$ cat config.mk
export PLATFORM = sky130hd
export DESIGN_NAME = ks_pipe_subtractor
export DESIGN_NICKNAME = d
export VERILOG_FILES = /design/src/rtl/ks_pipe_subtractor.sv
export SDC_FILE = /design/constraint.sdc
export NUM_CORES = 1
export LEC_CHECK = 0
export CORE_UTILIZATION = 59
export DETAILED_ROUTE_END_ITERATION = 16
export DONT_BUFFER_PORTS = 1
export PLACE_DENSITY = 0.8
export SKIP_LAST_GASP = 1
export SLEW_MARGIN = 40
export SYNTH_ARGS = -nofsm -noshare
export SYNTH_HDL_FRONTEND = slang
export SYNTH_SLANG_ARGS = --single-unit
$ cat constraint.sdc
create_clock -name clk -period 1.7 [get_ports clk]
set_input_delay 0.34 -clock clk [delete_from_list [all_inputs] [get_ports clk]]
set_output_delay 0.34 -clock clk [all_outputs]
set_load 0.01 [all_outputs]
$ cat src/rtl/ks_pipe_subtractor.sv
// ks_pipe_subtractor: pipelined Kogge-Stone a - b - bin with valid/ready streaming
// Ports: clk/rst_n (async active-low); in_valid/in_ready + a, b, bin operands;
// out_valid/out_ready + diff, borrow (a < b + bin), ovf (signed), zero (diff == 0).
// Six register stages for WIDTH=16: pre-process, LEVELS prefix levels, output.
module ks_pipe_subtractor #(
  parameter int WIDTH = 16
) (
  input  logic             clk,
  input  logic             rst_n,
  input  logic             in_valid,
  output logic             in_ready,
  input  logic [WIDTH-1:0] a,
  input  logic [WIDTH-1:0] b,
  input  logic             bin,
  output logic             out_valid,
  input  logic             out_ready,
  output logic [WIDTH-1:0] diff,
  output logic             borrow,
  output logic             ovf,
  output logic             zero
);
  localparam int LEVELS = $clog2(WIDTH);
  logic             en;
  logic [LEVELS:0]  v;
  logic [LEVELS:0]  c0_s;
  logic [LEVELS:0]  am_s;
  logic [LEVELS:0]  bm_s;
  logic [WIDTH-1:0] p_s  [0:LEVELS];
  logic [WIDTH-1:0] pg_p [0:LEVELS];
  logic [WIDTH-1:0] pg_g [0:LEVELS];
  logic [WIDTH-1:0] nx_p [1:LEVELS];
  logic [WIDTH-1:0] nx_g [1:LEVELS];
  logic [WIDTH-1:0] bb;
  logic [WIDTH-1:0] carry;
  logic [WIDTH-1:0] dn;
  logic             cout;
  assign en = ~out_valid | out_ready;
  assign in_ready = en;
  assign bb = ~b;
  // Bits below the level distance see shifted-in zeros for G and ones for P,
  // which makes them pass through unchanged.
  for (genvar k = 1; k <= LEVELS; k++) begin : g_lvl
    localparam int D = 1 << (k - 1);
    assign nx_g[k] = pg_g[k-1] | (pg_p[k-1] & {pg_g[k-1][WIDTH-1-D:0], {D{1'b0}}});
    assign nx_p[k] = pg_p[k-1] & {pg_p[k-1][WIDTH-1-D:0], {D{1'b1}}};
  end
  // Carry-in c0 = ~bin is folded in here rather than into the prefix tree.
  assign carry = {pg_g[LEVELS][WIDTH-2:0] | (pg_p[LEVELS][WIDTH-2:0] & {(WIDTH-1){c0_s[LEVELS]}}),
                  c0_s[LEVELS]};
  assign dn = p_s[LEVELS] ^ carry;
  assign cout = pg_g[LEVELS][WIDTH-1] | (pg_p[LEVELS][WIDTH-1] & c0_s[LEVELS]);
  always_ff @(posedge clk or negedge rst_n) begin
    if (!rst_n) begin
      v <= '0;
      c0_s <= '0;
      am_s <= '0;
      bm_s <= '0;
      for (int i = 0; i <= LEVELS; i++) begin
        p_s[i] <= '0;
        pg_p[i] <= '0;
        pg_g[i] <= '0;
      end
      out_valid <= 1'b0;
      diff <= '0;
      borrow <= 1'b0;
      ovf <= 1'b0;
      zero <= 1'b0;
    end else if (en) begin
      v <= {v[LEVELS-1:0], in_valid};
      p_s[0] <= a ^ bb;
      pg_p[0] <= a ^ bb;
      pg_g[0] <= a & bb;
      c0_s[0] <= ~bin;
      am_s[0] <= a[WIDTH-1];
      bm_s[0] <= bb[WIDTH-1];
      for (int i = 1; i <= LEVELS; i++) begin
        p_s[i] <= p_s[i-1];
        pg_p[i] <= nx_p[i];
        pg_g[i] <= nx_g[i];
        c0_s[i] <= c0_s[i-1];
        am_s[i] <= am_s[i-1];
        bm_s[i] <= bm_s[i-1];
      end
      out_valid <= v[LEVELS];
      diff <= dn;
      borrow <= ~cout;
      ovf <= (am_s[LEVELS] == bm_s[LEVELS]) & (dn[WIDTH-1] != am_s[LEVELS]);
      zero <= ~|dn;
    end
  end
endmodule
==> flow_metrics.py <==
metrics = {
    "sta": {
        "setup_viol": 0,
        "slew_viol_final": 0,
        "clock.fmax_mhz": 610,
        "tightest_slew_ns": 0.714,
        "hold_violations": 260,
        "relSlewSlack_pct": 52.4,
        "layout_min_cycle_time_ns": 1.64,
        "whs_ns": -0.500,
        "skew_ns": 0.0183,
        "fin_crit_sh_pct": 96.5,
        "setup_ws_ns": 0.0594,
    },
    "power_and_ir_drop": {
        "power_density_mw_per_mm2": 1800,
        "p_int_w": 0.0138,
        "p_seq_share_pct": 49.6,
        "p_sw_w": 0.00709,
        "swShare_pct": 33.9,
        "ir_worst_vdd_mv": 1.18,
        "p_leak_nw": 6.05,
        "pwr-share-comb_pct": 21.8,
        "fin_total_pwr_w": 0.0209,
        "p_clk_share_pct": 28.5,
    },
    "cts": {
        "cts-hold-fix-buffers": 4,
        "cts_tree": "done",
        "cts.reportedPaths.clkPinSlew_ns": 0.06,
        "htreeDepth": 1,
        "cts.path.max_buffers": 3,
        "cts_made_buffers": 27,
        "clock_latency_ns": 0.53,
        "cts_root_buffer": "clkbuf_16",
        "cts.sinks": 260,
    },
    "routing": {
        "dr.pass1.iters": 7,
        "routed_wl_um": 20600,
        "wl_per_cell_um": 14.8,
        "ant_nets": 0,
        "drcViolationCount": 0,
        "vias_per_cell": 5.32,
        "initialDrtViolationCount": 568,
        "vias": 7383,
    },
    "cells_and_area": {
        "final_common_cell": "nand2_1",
        "syn2layout_area_growth_pct": 11.4,
        "final_cell_mix": "nand2_1, dfrtp_1, a21oi_1, o21ai_0, nand3_1",
        "nFillCells": 1324,
        "multiInputGateArea_mm2": 0.00357,
        "finish.net_count": 1196,
        "diodes": 0,
        "drive_above_1_share_pct": 5.42,
        "fin_cells": 1387,
        "regArea_mm2": 0.00651,
    },
    "critical_path": {
        "crit_type": "flip-flop to primary output",
        "path_cells": "nor2b_4, inv_8",
        "worst_ep_required_time_ns": 1.36,
        "startpoint_type": "flip-flop",
        "critPathSlowestCell": "dfrtp_1",
        "arrival_ns": 1.30,
        "end_kind": "primary output",
        "slowest_delay_ns": 0.41,
        "worst-path-buf-inv": 1,
        "cp_max_fo": 29,
        "path_delay_family": "flip-flops",
    },
    "placement": {
        "dp_cells": 1333,
        "dp_hpwl_um": 13000,
        "place_ws_ns": 0.0504,
        "gp_congestion": 0.763,
        "portBuffers": 0,
    },
    "synthesis": {
        "synthCells": 1155,
        "yosysWarnings": 0,
        "async_flop_share_pct": 100,
        "ys_ff_latch": 260,
        "ys_types": 24,
        "synth_nets": 1209,
        "synth-edff-count": 0,
        "syn_area_per_cell_um2": 9.02,
        "synth_area_mm2": 0.0104,
        "seq_area_frac_synth_pct": 62.5,
        "ys.flop_type": "dfrtp_1",
    },
    "job": {
        "cap_violations": 0,
    },
    "grt": {
        "first_global_vias": 7128,
        "overflow": 0,
        "grt_first_pass_wirelength_um": 34800,
        "grt_max_degree": 261,
        "grt_usage_pct": 23.9,
        "antenna_found_initial": 0,
    },
    "run_status": {
        "violations": "hold timing",
        "status": "complete, but fails checks",
    },
    "floorplan": {
        "io_pins": 58,
        "core_mm2": 0.0172,
        "start_util_pct": 60.4,
        "dieHeight_um": 135,
        "num_rows": 48,
        "die_w_um": 135,
        "die_area_mm2": 0.0182,
    },
    "min_path": {
        "hold_path.class": "input port to asynchronous set/reset pin",
    },
}
power by group through the flow:
stage	Combinational, W	Clock, W	Sequential, W
after global routing	0.00527	0.00633	0.0107
after detailed placement	0.00454	0	0.0105
after floorplan	0.00356	0	0.00981
after CTS	0.00463	0.00607	0.0104
after global placement	0.00434	0	0.0104
final	0.00457	0.00597	0.0104
synthesized netlist by cell type, drive strengths merged, types with 8 or more instances:
cell      n  area (um^2)
nand2   591         2220
dfrtp   260         6510
a21oi    66          338
o21ai    64          320
nand3    51          255
buf      39          211
clkbuf   20         75.1
ha       17          213
inv      17         63.8
xor2     14          123
nor2      8         30.0
path summary, 6_finish.rpt:
kind	startpoint	slack (ns)	to	cells past startpoint
setup / recovery	out_valid$_DFFE_PN0P_	0.06	in_ready	2
hold / removal	rst_n	-0.50	am_s[0]$_DFFE_PN0P_	0
setup reg to reg	c0_s[4]$_DFFE_PN0P_	0.09	zero$_DFFE_PN0P_	7
hold reg to reg	v[0]$_DFFE_PN0P_	0.46	v[0]$_DFFE_PN0P_	2
max in group asynchronous	rst_n	1.59	v[4]$_DFFE_PN0P_	0
min in group clk	a[14]	0.04	pg_p[78]$_DFFE_PN0P_	3
timing repair:
action / 4_1_cts / 5_1_grt
resized for setup: 1 / 2
pin swaps: 0 / 3
setup buffers: 1 / 0
setup endpoints to repair: 1 / 1
endpoints found under the hold margin: 264 / 260
sequential cells by signal, summed over array words and instances, names as in the netlist, 5 cells and up:
signal and count:
diff 16, v 5, pg_p 76, am_s 5
p_s 64, pg_g 80, bm_s 5, c0_s 5
cell families (layout without fill, tap and decap cells):
| logic type | Yosys count | in the layout | share of synthesized area, % |
|---|---|---|---|
| simple gates | 654 | 654 | 24.3 |
| flops | 260 | 260 | 62.5 |
| compound gates | 133 | 133 | 6.56 |
| buf+inv | 76 | 83 | 3.36 |
| fa+ha+maj | 17 | 17 | 2.04 |
| xor+xnor | 15 | 15 | 1.26 |
layer usage:
metal | GRT usage (%) | up-vias | wire length [um]
met4 | 6.93 | 0 | 452
met1 | 34.2 | 3555 | 9340
li1 | - | 3640 | -
met3 | 4.39 | 39 | 1000
met5 | 0 | - | 0
met2 | 37.5 | 149 | 9790
final cells by class:
cell class	count	area share [%]
Multi-Input combinational cell	819	30.8
Sequential cell	260	56.1
Timing Repair Buffer	17	2.05
Tap cell	225	2.43
Inverter	17	0.615
Clock inverter	7	0.820
Clock buffer	42	7.17
stage by stage:
| stage | util, % | cell area, um^2 | TNS [ns] | hold slack, ns |
|---|---|---|---|---|
| 6_report | 67.3 | 11600 | 0 | -0.500 |
| 5_1_grt | 67.3 | 11600 | -0.0212 | -0.526 |
| 4_1_cts | 67.2 | 11600 | 0 | -0.521 |
| 3_5_place_dp | 61.6 | 10600 | 0 | 0.0502 |
| 3_3_place_gp | 61.6 | 10600 | 0 | 0.0522 |
| 2_1_floorplan | - | 10400 | 0 | 0.0444 |
Power figures use the tool's default switching activity.
==> RTL edit 1: new RTL, same settings <==
Set the parameter `WIDTH` to 32 (it was 16). Comments in the files are not updated.
--- a/src/rtl/ks_pipe_subtractor.sv
+++ b/src/rtl/ks_pipe_subtractor.sv
@@ -4,5 +4,5 @@
 // Six register stages for WIDTH=16: pre-process, LEVELS prefix levels, output.
 module ks_pipe_subtractor #(
-  parameter int WIDTH = 16
+  parameter int WIDTH = 32
 ) (
   input  logic             clk,
Ports: changed (resized a, b and diff); port bits go from 58 to 106. No check against the original RTL was run, so the function may have changed too.
==> RTL edit 1 against the original RTL <==
- the run ends with hold timing, slew limit, setup timing left
- via count rose to 2.5 times the old value
- core utilization is 3.0 points higher
- total power grew 140%
- final cell count grew 140%
- sequential cell count rose by 339
- sequential power rose by 130%
- global-route usage rose by 4.2 points
- die area grew 130%
- routed wire length increased to 2.8 times the old value
- final area is 140% higher
- count of clock-buffer cells in the layout rose by 44
- worst hold slack got worse by 0.041 ns
- synthesized area grew 130%
- setup slack worse by 0.21 ns
==> RTL edit 1: results (changes against the original RTL) <==
status=finished, violations left; violated checks=hold timing, slew limit, setup timing; share of cells above drive strength 1=0.0797 (+0.0255); Cell variety after synth=25 (+4.2%); Hold WS=-0.541 ns (-0.0407 ns); first-pass GRT wire length=92200 um (+170%); largest net degree at the start of global routing=600 (+130%); gr usage total=0.280 (+0.0416); setup violators final=2 (+2); Fillers=2758 (+110%); Post-CTS Hold Fix Bufs=54 (+50); GP Congestion=0.906 (+19%); Slew Viols, Final=357 (+357); leakage=14.5 nW (+140%); Peak VDD IR=1.05 mV (-11%); slew margin rel.=-0.687 (-1.21); Synth Area in Adders=0.0174 (-0.00307); CP arrival=2.39 ns (+1.09 ns); setup slack after layout=-0.146 ns (-0.206 ns); drt first-iter violations=2032 (+260%); Clk Latency, worst-skew pair=0.61 ns (+0.08 ns); number of global-route vias before repair=17500 (+150%); final hold vios=510 (+96%); DP HPWL=36400 um (+180%); Vias/cell=5.61 (+5.3%); Post-Syn Nets=2738 (+130%); Worst Path Max Fanout=23 (-21%); Worst path top cell family by delay=simple AND/OR/NAND/NOR gates; register area share after synthesis=0.630 (+0.00529); Net Sw Frac=0.347 (+0.00819)
RTL edit 1: per-stage QoR:
step	cell area [um2]	instances	util	hold WS, ns
CTS	27400	3275	0.688	-0.563
global placement	24600	3102	0.620	0.0822
floorplan	23800	2636	-	0.0444
finish	27900	3297	0.703	-0.541
detailed placement	24600	3102	0.620	0.0772
global route	27900	3297	0.703	-0.556
RTL edit 1: final cells by class:
class,count,area (um2),area share
Timing Repair Buffer,165,2030,0.0727
Clock buffer,86,1760,0.0630
Sequential cell,599,15000,0.537
Tap cell,525,657,0.0235
Multi-Input combinational cell,1869,8130,0.291
Timing Repair inverter,1,8.76,0.000314
Clock inverter,19,211,0.00757
Inverter,33,136,0.00488
RTL edit 1: what timing repair did:
action	4_1_cts	5_1_grt
pin swaps	9	11
hold endpoints to repair	665	599
cloned	3	12
endpoints found under the setup margin	2	523
gates resized for setup	7	38
buffers inserted	11	11
RTL edit 1: logic make-up (layout without fill, tap and decap cells):
family                   Yosys count  after routing
flip-flops                       599            599
AO/OA/AOI/OAI                    325            325
buffers and inverters            168            304
XOR/XNOR                          31             31
AND/OR/NAND/NOR                 1480           1480
adder cells (fa/ha/maj)           33             33
RTL edit 1: routing by layer:
metal | GRT usage | part of all wire
met3 | 0.0356 | 0.058
met2 | 0.444 | 0.48
met5 | 0 | 0
met4 | 0.109 | 0.039
met1 | 0.399 | 0.43
RTL edit 1: path summary, 6_finish.rpt:
kind	startpoint	end	slack (ns)	cells past startpoint
setup / recovery	c0_s[5]$_DFFE_PN0P_	zero$_DFFE_PN0P_	-0.15	6
hold / removal	rst_n	p_s[6]$_DFFE_PN0P_	-0.54	0
setup reg to reg	c0_s[5]$_DFFE_PN0P_	zero$_DFFE_PN0P_	-0.15	6
hold reg to reg	p_s[76]$_DFFE_PN0P_	p_s[76]$_DFFE_PN0P_	0.46	2
max in group asynchronous	rst_n	pg_g[159]$_DFFE_PN0P_	0.27	0
min in group clk	b[25]	pg_p[185]$_DFFE_PN0P_	0.02	4
RTL edit 1: power groups by stage:
| stage | combinational (mW) | clock (mW) | sequential, mW |
|---|---|---|---|
| 2_1_floorplan | 7.46 | 0 | 22.1 |
| 3_3_place_gp | 10.1 | 0 | 23.8 |
| 3_5_place_dp | 10.6 | 0 | 24.0 |
| 4_1_cts | 11.3 | 13.3 | 23.8 |
| 5_1_grt | 14.0 | 13.8 | 24.4 |
| 6_report | 12.4 | 13.2 | 24.0 |
==> RTL edit 2: new RTL, same settings <==
Made on the original files. Make the reset (`rst_n`) synchronous in one clocked block. Comments in the files are not updated.
--- a/src/rtl/ks_pipe_subtractor.sv
+++ b/src/rtl/ks_pipe_subtractor.sv
@@ -50,5 +50,5 @@
   assign dn = p_s[LEVELS] ^ carry;
   assign cout = pg_g[LEVELS][WIDTH-1] | (pg_p[LEVELS][WIDTH-1] & c0_s[LEVELS]);
-  always_ff @(posedge clk or negedge rst_n) begin
+  always_ff @(posedge clk) begin
     if (!rst_n) begin
       v <= '0;
Function: differs if rst_n is asserted again (counterexample within 4 cycles, from zero or initial values and one cycle with rst_n low); with rst_n held inactive, the same outputs for 10 cycles.
==> RTL edit 2 against the original RTL <==
- the run ends with setup timing left
- clock skew shrank 0.012 ns
- highest routed layer unchanged
- final area shrank 0.51%
- sequential cell count is the same
- routed wire length shrank 15%
- count of clock-buffer cells in the layout shrank 12
- synthesized area shrank 1.3%
- setup slack lost 0.066 ns
Power is not compared: it rests on default switching activity, and its combinational part moved more than twofold at a synthesized area within 25%.
==> RTL edit 2: results (changes against the original RTL) <==
number of global-route vias before repair=5607 (-21%); GR met1 Demand/Resource=0.246 (-0.0960); total CTS buffers=26 (-3.7%); gr usage total=0.198 (-0.0407); DP HPWL=10400 um (-20%); status=finished, violations left; GP Congestion=0.775 (+1.6%); Synth Flop Type=edfxtp_1; first-pass GRT wire length=28000 um (-19%); slew margin rel.=0.540 (+0.0158); Worst Path Max Fanout=15 (-48%); Met2 Wirelength=8830 um (-9.8%); largest registers=pg_g: 80 flops, p_s: 79 flops, pg_p: 61 flops; drt first-iter violations=475 (-16%); met1 wire length=7270 um (-22%); Synth async-reset ratio=0 (-1.00); met3 WL=739 um (-26%); violated checks=setup timing; register area share after synthesis=0.721 (+0.0959); synth top area cells=edfxtp_1 (64%), and3_1 (8.6%), dfxtp_1 (7.8%), a21oi_1 (2.9%), nand2_1 (2.7%); CP arrival=2.17 ns (+0.87 ns); Via Count=5702 (-23%); Setup Skew=0.00671 ns (-0.0116 ns); top cells by count, synth=edfxtp_1 (220), and3_1 (142), nand2_1 (74), a21oi_1 (60), nor2_1 (51); Fin Setup TNS=-0.00666 ns (-0.00666 ns); largest net degree at the start of global routing=128 (-51%); setup violators final=1 (+1); EDFF count, synth=220 (+220); crit-path max cell delay=0.43 ns (+0.02 ns); Worst path top cell family by delay=simple AND/OR/NAND/NOR gates; worst slack, placed=-0.0584 ns (-0.109 ns); Post-Syn Nets=821 (-32%); met3 Resource Use GR=0.0329 (-0.0110); worst min path class=input port to flop; Cell variety after synth=26 (+8.3%); crit path from=c0_s[4]$_SDFFE_PN0P_; slowest CP cell=or4_4; GR Util met2=0.347 (-0.0289); setup slack after layout=-0.00666 ns (-0.0661 ns)
## RTL edit 2: area by class of cell
cell class,instances,area [um2]
clock buffer,30,687
inverter,17,66.3
multi-input combinational,441,2670
fill,1152,5280
timing repair buffer,23,258
sequential,260,7410
tap,220,275
clock inverter,16,175
## RTL edit 2: cells by family after synthesis
logic type / Yosys count / share of synthesized area
AO/OA/AOI/OAI: 105 / 0.0643
XOR/XNOR: 15 / 0.0128
adder cells (fa/ha/maj): 17 / 0.0207
buffers and inverters: 66 / 0.0261
flip-flops: 260 / 0.721
AND/OR/NAND/NOR: 304 / 0.156
## RTL edit 2: what timing repair did
action | in CTS | in global routing
hold endpoints to repair | 39 | 0
pin swaps | 0 | 5
hold buffers | 5 | 0
gates resized for setup | 3 | 10
buffers inserted | 0 | 0
setup endpoints to repair | 2 | 4
## RTL edit 2: where the power goes
group | total [mW] | internal [mW] | switching, mW | leakage [nW]
Sequential | 7.14 | 7.04 | 0.0993 | 3.00
Clock | 5.72 | 3.48 | 2.24 | 0.422
Combinational | 0.318 | 0.157 | 0.161 | 1.68
Total | 13.2 | 10.7 | 2.50 | 5.10
## RTL edit 2: metrics by stage
stage | total power [mW] | std cells
4_1_cts | 13.2 | 1007
3_3_place_gp | 7.52 | 956
6_report | 13.2 | 1007
3_5_place_dp | 7.54 | 956
5_1_grt | 13.5 | 1007
2_1_floorplan | 7.49 | 767
## RTL edit 2: final timing paths
check / to / slack (ns)
max: zero$_SDFFE_PN0P_ / -0.007
min reg2reg: am_s[3]$_SDFFE_PN0P_ / 0.46
min: c0_s[0]$_SDFFE_PN0P_ / 0.03
max reg2reg: zero$_SDFFE_PN0P_ / -0.007
